===== config.mk =====
export PLATFORM = sky130hd
export DESIGN_NAME = actor_firing_scheduler
export DESIGN_NICKNAME = d
export VERILOG_FILES = /design/src/rtl/actor_firing_scheduler.sv
export SDC_FILE = /design/constraint.sdc
export NUM_CORES = 1
export LEC_CHECK = 0
export BUFFER_PORTS_ARGS = -buffer_cell sky130_fd_sc_hd__buf_2
export CORE_ASPECT_RATIO = 0.8
export CORE_MARGIN = 2
export CORE_UTILIZATION = 54
export DETAILED_ROUTE_END_ITERATION = 16
export GPL_ROUTABILITY_DRIVEN = 0
export HOLD_SLACK_MARGIN = 0.08
export PLACE_DENSITY = 0.9
export RECOVER_POWER = 100
export SLEW_MARGIN = 20
export SYNTH_ARGS = -nofsm -noshare
export SYNTH_HDL_FRONTEND = slang
export SYNTH_SLANG_ARGS = --single-unit

===== constraint.sdc =====
create_clock -name clock -period 2.43 [get_ports clock]
set_input_delay 0.3645 -clock clock [delete_from_list [all_inputs] [get_ports clock]]
set_output_delay 0.3645 -clock clock [all_outputs]
set_load 0.03 [all_outputs]

===== src/rtl/actor_firing_scheduler.sv =====
// Self-timed round-robin firing scheduler for a dataflow actor graph.
// Optional WAIT-state watchdog enabled by defining ACTOR_SCHED_WATCHDOG_EN.
module actor_firing_scheduler #(
   parameter int NUM_ACTORS   = 4,
   parameter int CNT_WIDTH    = 16,
   parameter int QUIET_CYCLES = 8,
   parameter int WDOG_CYCLES  = 255
) (
   input  logic                          clock,
   input  logic                          reset,
   input  logic                          start,
   input  logic [NUM_ACTORS-1:0]         in_ready,
   input  logic [NUM_ACTORS-1:0]         out_space,
   input  logic [NUM_ACTORS-1:0]         firing_done,
   output logic [NUM_ACTORS-1:0]         invoke,
   output logic [$clog2(NUM_ACTORS)-1:0] current,
   output logic                          busy,
   output logic                          done,
   output logic [CNT_WIDTH-1:0]          firing_count,
   output logic                          timeout
);

   localparam int IW = $clog2(NUM_ACTORS);
   localparam logic [7:0] QUIET_LAST = 8'(QUIET_CYCLES - 1);
   localparam logic [NUM_ACTORS-1:0] ONE_HOT0 = NUM_ACTORS'(1);

   typedef enum logic [2:0] {IDLE, SCAN, FIRE, WAIT, DONE} state_t;

   state_t                state_q;
   logic [IW-1:0]         ptr_q;
   logic [IW-1:0]         current_q;
   logic [7:0]            quiet_q;
   logic [NUM_ACTORS-1:0] invoke_q;
   logic [CNT_WIDTH-1:0]  count_q;

   logic [NUM_ACTORS-1:0] en;
   logic                  found;
   logic [IW-1:0]         winIdx;
   logic [IW-1:0]         cand;
   int                    idx;
   logic [IW-1:0]         ptr_d;
   logic [CNT_WIDTH-1:0]  count_d;

   // Rotating-priority search: first fireable actor at or above ptr, wrapping around.
   always_comb begin
      en     = in_ready & out_space;
      found  = 1'b0;
      winIdx = '0;
      idx    = 0;
      cand   = '0;
      for (int i = 0; i < NUM_ACTORS; i++) begin
         idx = int'(ptr_q) + i;
         if (idx >= NUM_ACTORS) idx = idx - NUM_ACTORS;
         cand = IW'(idx);
         if (!found && en[cand]) begin
            found  = 1'b1;
            winIdx = cand;
         end
      end
      ptr_d   = (current_q == IW'(NUM_ACTORS - 1)) ? '0 : current_q + 1'b1;
      count_d = (count_q == '1) ? count_q : count_q + 1'b1;
   end

`ifdef ACTOR_SCHED_WATCHDOG_EN
   localparam logic [15:0] WDOG_LAST = 16'(WDOG_CYCLES - 1);
   logic [15:0] wdog_q;
   logic        timeout_q;
   assign timeout = timeout_q;
`else
   assign timeout = 1'b0;
`endif

   always_ff @(posedge clock) begin
      if (reset) begin
         state_q   <= IDLE;
         ptr_q     <= '0;
         current_q <= '0;
         quiet_q   <= '0;
         invoke_q  <= '0;
         count_q   <= '0;
`ifdef ACTOR_SCHED_WATCHDOG_EN
         wdog_q    <= '0;
         timeout_q <= 1'b0;
`endif
      end else begin
         invoke_q <= '0;
         unique case (state_q)
            IDLE, DONE: begin
               if (start) begin
                  state_q <= SCAN;
                  count_q <= '0;
                  quiet_q <= '0;
`ifdef ACTOR_SCHED_WATCHDOG_EN
                  timeout_q <= 1'b0;
`endif
               end
            end
            SCAN: begin
               if (found) begin
                  current_q <= winIdx;
                  quiet_q   <= '0;
                  invoke_q  <= ONE_HOT0 << winIdx;
                  state_q   <= FIRE;
               end else begin
                  quiet_q <= quiet_q + 8'd1;
                  if (quiet_q == QUIET_LAST) state_q <= DONE;
               end
            end
            FIRE: begin
               state_q <= WAIT;
`ifdef ACTOR_SCHED_WATCHDOG_EN
               wdog_q  <= '0;
`endif
            end
            WAIT: begin
               // A completion on the same cycle as the watchdog limit counts as a normal firing.
               if (firing_done[current_q]) begin
                  ptr_q   <= ptr_d;
                  count_q <= count_d;
                  state_q <= SCAN;
               end
`ifdef ACTOR_SCHED_WATCHDOG_EN
               else if (wdog_q == WDOG_LAST) begin
                  timeout_q <= 1'b1;
                  state_q   <= DONE;
               end else begin
                  wdog_q <= wdog_q + 16'd1;
               end
`endif
            end
            default: state_q <= IDLE;
         endcase
      end
   end

   assign invoke       = invoke_q;
   assign current      = current_q;
   assign firing_count = count_q;
   assign busy         = (state_q == SCAN) || (state_q == FIRE) || (state_q == WAIT);
   assign done         = (state_q == DONE);

endmodule


==> flow_summary_export.csv, run 1 <==
group,metric,value,unit
yosys,ys.warnings.count,0,
die,dieArea,4020,um2
clocking,cts_buffers,5,
layout,fillers,301,
routing,first_iter_violations,124,
setup_path,crit_path_end_kind,"flop",
yosys,async_reset_ff_frac,0,
yosys,avgSynthCellArea,8.35,um2
routing,vias,1764,
pwr,powerDensity,553,nW/um2
grt,grt_pass1_wl,6.80,mm
place,hpwl,2.94,mm
yosys,synth_flop_cell,"dfxtp_1",
yosys,synth_edf_count,0,
routing,viasPerCell,5.76,
setup_path,r2r_cells,5,
clocking,clk_latency,0.27,ns
setup_path,critPathLaunchType,"flop",
layout,insertedDiodeCount,0,
yosys,syn-cell-area,1900,um2
yosys,syn-num-nets,246,
setup_path,path_class,"reg -> reg",
timing,slew_violations,0,
die,chipWidth,70.4,um
yosys,synth_cells,228,
clocking,cts_tree,"yes",
setup_path,crit_fanout,13,
pwr,irDropWorstVdd,0.000319,V
clocking,clkTransAtPathRegs,0.07,ns
grt,grt_pass1_vias,1566,
routing,route.detailed.drc,0,
layout,layout.nets,281,
routing,first_pass_iters,5,
setup_path,crit_arrival,2.16,ns
clocking,ctsHoldBuffers,0,
timing,period_share,0.822,
clocking,htree_levels,2,
timing,fin_skew,0.00495,ns
yosys,synth_cell_types,52,
place,io_buffers,38,
clocking,clockBufferDepth,2,
routing,postRouteAntennaNets,0,
clocking,cts.sinks,35,
layout,multiInputGateArea,1100,um2
routing,wl_per_cell,12.9,um
layout,area.growth.synth_to_final,13.3,%
status,status,"completed",
timing,finalHoldViolations,0,
timing,tns,0,ns
die,die_y,57.1,um
grt,grt_use_total,0.208,
min_path,min_from,"reset",
routing,routed_wl,3.95,mm
setup_path,reg2reg_setup_slack,0.43,ns
setup_path,reg2reg_to,"firing_count[11]",
grt,overflow,0,
die,core_area,3400,um2
min_path,hold_path_depth,2,
setup_path,r2r_start,"state_q[1]",
timing,rsz0062_at_grt,"false",
die,num_io_pins,40,
timing,max_freq,501,MHz
clocking,post-cts-setup-buffers,0,
yosys,synth-seq-cells,35,
timing,period_minus_slack,2.00,ns
timing,slew_headroom,0.653,
timing,setup-violations-final,0,
min_path,hp-class,"in -> reg",
pwr,power_leakage,0.791,nW
layout,register_area,701,um2
yosys,ys_seq_area_frac,0.368,
die,num_rows,19,
pwr,power,1.19,mW
job,drv_cap,0,
layout,drive_above_1_share,0.144,
min_path,holdPathEnd,"quiet_q[2]",
die,start_util,0.560,
setup_path,cp_data_required_time,2.59,ns
grt,grt_max_degree,20,
clocking,cts_resized,0,
grt,grt_antenna_before_repair,0,
clocking,clockRootBuffer,"clkbuf_8",
timing,worst_pin_slew,0.517,ns
## layout by cell type, fill, tap and decap left out, types with 4 or more instances in the layout
cell type / n
nor2_1: 36
dfxtp_1: 35
clkbuf_1: 25
a21oi_1: 15
buf_2: 14
nand2_1: 12
xnor2_1: 10
nand3_1: 9
inv_1: 9
nor3_1: 8
o21ai_0: 7
a211oi_1: 7
clkbuf_8: 7
nor3b_1: 6
and2_1: 5
and3_1: 5
nor4_1: 4
## cell type report
type                    instances  area share
clock buffers                   8      0.0464
inverters                       9      0.0157
multi-input cells             173       0.511
flip-flops and latches         35       0.325
well taps                      42      0.0244
repair buffers                 39      0.0777
## Yosys cell counts (2+ instances only)
master    instances  area, um2
inv_1             9       33.8
mux2_2            3       33.8
and3_1            5       31.3
nor3b_1           5       37.5
a21oi_2           2       17.5
or4_1             2       15.0
a211oi_1          6       45.0
and2_1            5       31.3
nor2_1           36        135
nand4_1           3       18.8
a31o_2            2       17.5
nand2b_1          3       18.8
nor4_1            4       25.0
ha_1              3       37.5
a31oi_1           2       12.5
a21oi_1          15       75.1
o221ai_1          2       17.5
dfxtp_1          35        701
nand2_1          12       45.0
mux2i_1           3       30.0
a311oi_1          2       17.5
o21ai_0           7       35.0
nand3_1           9       45.0
nor3_1            8       40.0
a22oi_1           3       22.5
clkbuf_1          7       26.3
xnor2_1          10       87.6
## critical path, stage by stage (launching register included)
cell     delay (ns)
dfxtp_1        0.42
nor3b_1        0.48
nor2_1         0.25
a21oi_2        0.30
nand4_1        0.14
mux2_2         0.29
## worst max path at each step
stage / start / endpoint / slack (ns)
floorplan: current[0] / firing_count[11] / 0.42
global placement: firing_done[3] / firing_count[11] / 0.54
detailed placement: in_ready[2] / quiet_q[6] / 0.50
CTS: current[0] / firing_count[11] / 0.50
global route: state_q[1] / firing_count[11] / 0.27
finish: state_q[1] / firing_count[11] / 0.43
## state kept, by name, indices dropped and copies added, names as in the netlist
name	cells
firing_count	16
state_q	3
quiet_q	8
invoke	4
ptr_q	2
current	2
## through the flow
stage | utilization | hold WS, ns | instances | setup slack [ns] | instance area (um2)
after detailed placement | 0.617 | 0.480 | 298 | 0.502 | 2100
after CTS | 0.647 | 0.450 | 306 | 0.501 | 2200
after global routing | 0.635 | 0.472 | 306 | 0.274 | 2160
final | 0.635 | 0.452 | 306 | 0.433 | 2160
after floorplan | - | 0.442 | 228 | 0.416 | 1900
after global placement | 0.617 | 0.466 | 298 | 0.539 | 2100
## power by group
group | switching, mW | internal, mW
Combinational | 0.0961 | 0.0523
Clock | 0.188 | 0.258
Sequential | 0.0160 | 0.583
## per-layer routing
layer / vias to the layer above / share of wire / GRT usage
met5: - / 0 / 0
met4: 0 / 0.0073 / 0.0659
met3: 2 / 0.054 / 0.0495
met2: 52 / 0.47 / 0.358
met1: 821 / 0.47 / 0.261
li1: 889 / - / -
## logic make-up after synthesis
group | after synthesis | share of synthesized area
mux | 7 | 0.0454
buf+inv | 20 | 0.0467
simple gates | 105 | 0.306
other cells | 1 | 0.00197
fa+ha+maj | 3 | 0.0197
xor+xnor | 10 | 0.0460
compound gates | 47 | 0.166
flops | 35 | 0.368
(Power assumes the default switching activity.)
==> inputs of run 2 (changes only) <==
CORE_UTILIZATION = 49   (was 54)
PLACE_DENSITY = 0.87   (was 0.9)
clock period = 1.7 ns   (was 2.43 ns; I/O delays follow)
==> run 2 against run 1 <==
Effect of this change:
- the flow now finishes with violations (setup timing)
- critical path depth unchanged
- hold slack worse by 0.12 ns
- combinational power grew 88%
- via count is 6.9% higher
- wire length increased by 18%
- core utilization is 3.1 points higher
- global-route usage is 0.54 points higher
- critical endpoint unchanged
- largest power group unchanged
==> flow_summary_export.csv, run 2 (synthesized netlist as in run 1, its figures left out) <==
group,metric,value,unit
status,status,"complete, but fails checks",
status,failed_checks,"setup timing",
timing,worst_pin_slew,0.528,ns
layout,final_common_cell,"nor2_1",
pwr,power,1.90,mW
layout,area.growth.synth_to_final,31.3,%
place,io_buffers,38,
setup_path,crit_fanout,5,
die,chipWidth,73.7,um
clocking,clkTransAtPathRegs,0.07,ns
pwr,power_leakage,0.988,nW
die,dieArea,4400,um2
die,num_io_pins,40,
layout,insertedDiodeCount,0,
timing,max_freq,585,MHz
layout,final_cell_mix,"nor2_1, buf_4, dfxtp_1, clkbuf_1",
layout,finalInstanceArea,2500,um2
timing,rsz0062_at_grt,"true",
pwr,powerDensity,759,nW/um2
die,die_y,59.7,um
setup_path,r2r_cells,5,
layout,drive_above_1_share,0.310,
timing,whs,0.333,ns
timing,slew_headroom,0.645,
routing,viasPerCell,5.58,
clocking,ctsHoldBuffers,0,
layout,fin_cells,338,
place,dp.cells,330,
setup_path,cp_data_required_time,1.87,ns
grt,grt_use_total,0.214,
clocking,clk_latency,0.29,ns
grt,overflow,0,
routing,first_pass_iters,4,
timing,slew_violations,0,
routing,route.detailed.drc,0,
layout,layout.nets,311,
setup_path,crit_path_end_kind,"flop",
timing,fin_skew,0.0119,ns
clocking,cts.sinks,35,
grt,grt_max_degree,18,
place,hpwl,3.34,mm
die,start_util,0.507,
grt,grt_pass1_wl,7.16,mm
routing,wl_per_cell,13.8,um
setup_path,critPathLaunchType,"flop",
grt,grt_antenna_before_repair,0,
pwr,irDropWorstVdd,0.000515,V
clocking,cts_buffers,5,
timing,finalHoldViolations,0,
clocking,clockBufferDepth,2,
clocking,htree_levels,2,
place,placed_area,2370,um2
timing,period_share,1.01,
timing,setup-violations-final,1,
min_path,hold_path_depth,2,
clocking,cts_tree,"yes",
routing,vias,1886,
clocking,clockRootBuffer,"clkbuf_8",
setup_path,crit_arrival,1.88,ns
die,num_rows,20,
die,core_area,3750,um2
timing,tns,-0.00958,ns
timing,period_minus_slack,1.71,ns
routing,routed_wl,4.65,mm
routing,postRouteAntennaNets,0,
routing,first_iter_violations,80,
grt,grt_pass1_vias,1626,
layout,largest_reg_flops,16,
min_path,hp-class,"in -> reg",
job,drv_cap,0,
setup_path,path_class,"reg -> reg",
timing,fin_ws,-0.00958,ns
-- run 2: final timing paths --
kind	slack, ns	end	start
max	-0.01	firing_count[11]	current[0]
min	0.33	current[0]	reset
max reg2reg	-0.01	firing_count[11]	current[0]
min reg2reg	0.48	quiet_q[7]	quiet_q[7]
-- run 2: layout make-up --
class / instances / area, um2
fillers: 293 / 1250
multi-input cells: 173 / 1180
flip-flops and latches: 35 / 723
repair buffers: 69 / 389
clock buffers: 6 / 82.6
well taps: 44 / 55.1
clock inverters: 2 / 35.0
inverters: 9 / 33.8
-- run 2: per-layer routing --
layer  wire length [um]  share of wire  global-route usage
met2               2240           0.48               0.343
met1               2140           0.46               0.280
met5                  0              0                   0
met3                210          0.045              0.0506
met4                 60          0.013              0.0805
-- run 2: critical path: stages, from the launching register on --
cell and delay [ns]:
dfxtp_4 0.35, mux4_2 0.56, a21oi_4 0.19, a21oi_4 0.06, nand4_1 0.13, mux2_4 0.30
-- run 2: where the power goes --
group	leakage, nW	switching [mW]	total, mW	internal, mW
registers	0.290	0.0140	0.843	0.829
logic	0.638	0.165	0.278	0.113
clock network	0.0612	0.301	0.775	0.474
total	0.988	0.480	1.90	1.42
-- run 2: per-stage QoR --
| step | util | setup WS, ns |
|---|---|---|
| final | 0.666 | -0.00958 |
| after global routing | 0.666 | -0.0812 |
| after CTS | 0.663 | -0.00850 |
| after detailed placement | 0.631 | 0.0131 |
| after global placement | 0.631 | 0.0300 |
| after floorplan | - | -0.0860 |
-- run 2: repair_timing --
| item | CTS | global route |
|---|---|---|
| pin swaps | 0 | 3 |
| endpoints found under the setup margin | 2 | 16 |
| resized for setup | 0 | 10 |
| setup buffers | 0 | 0 |
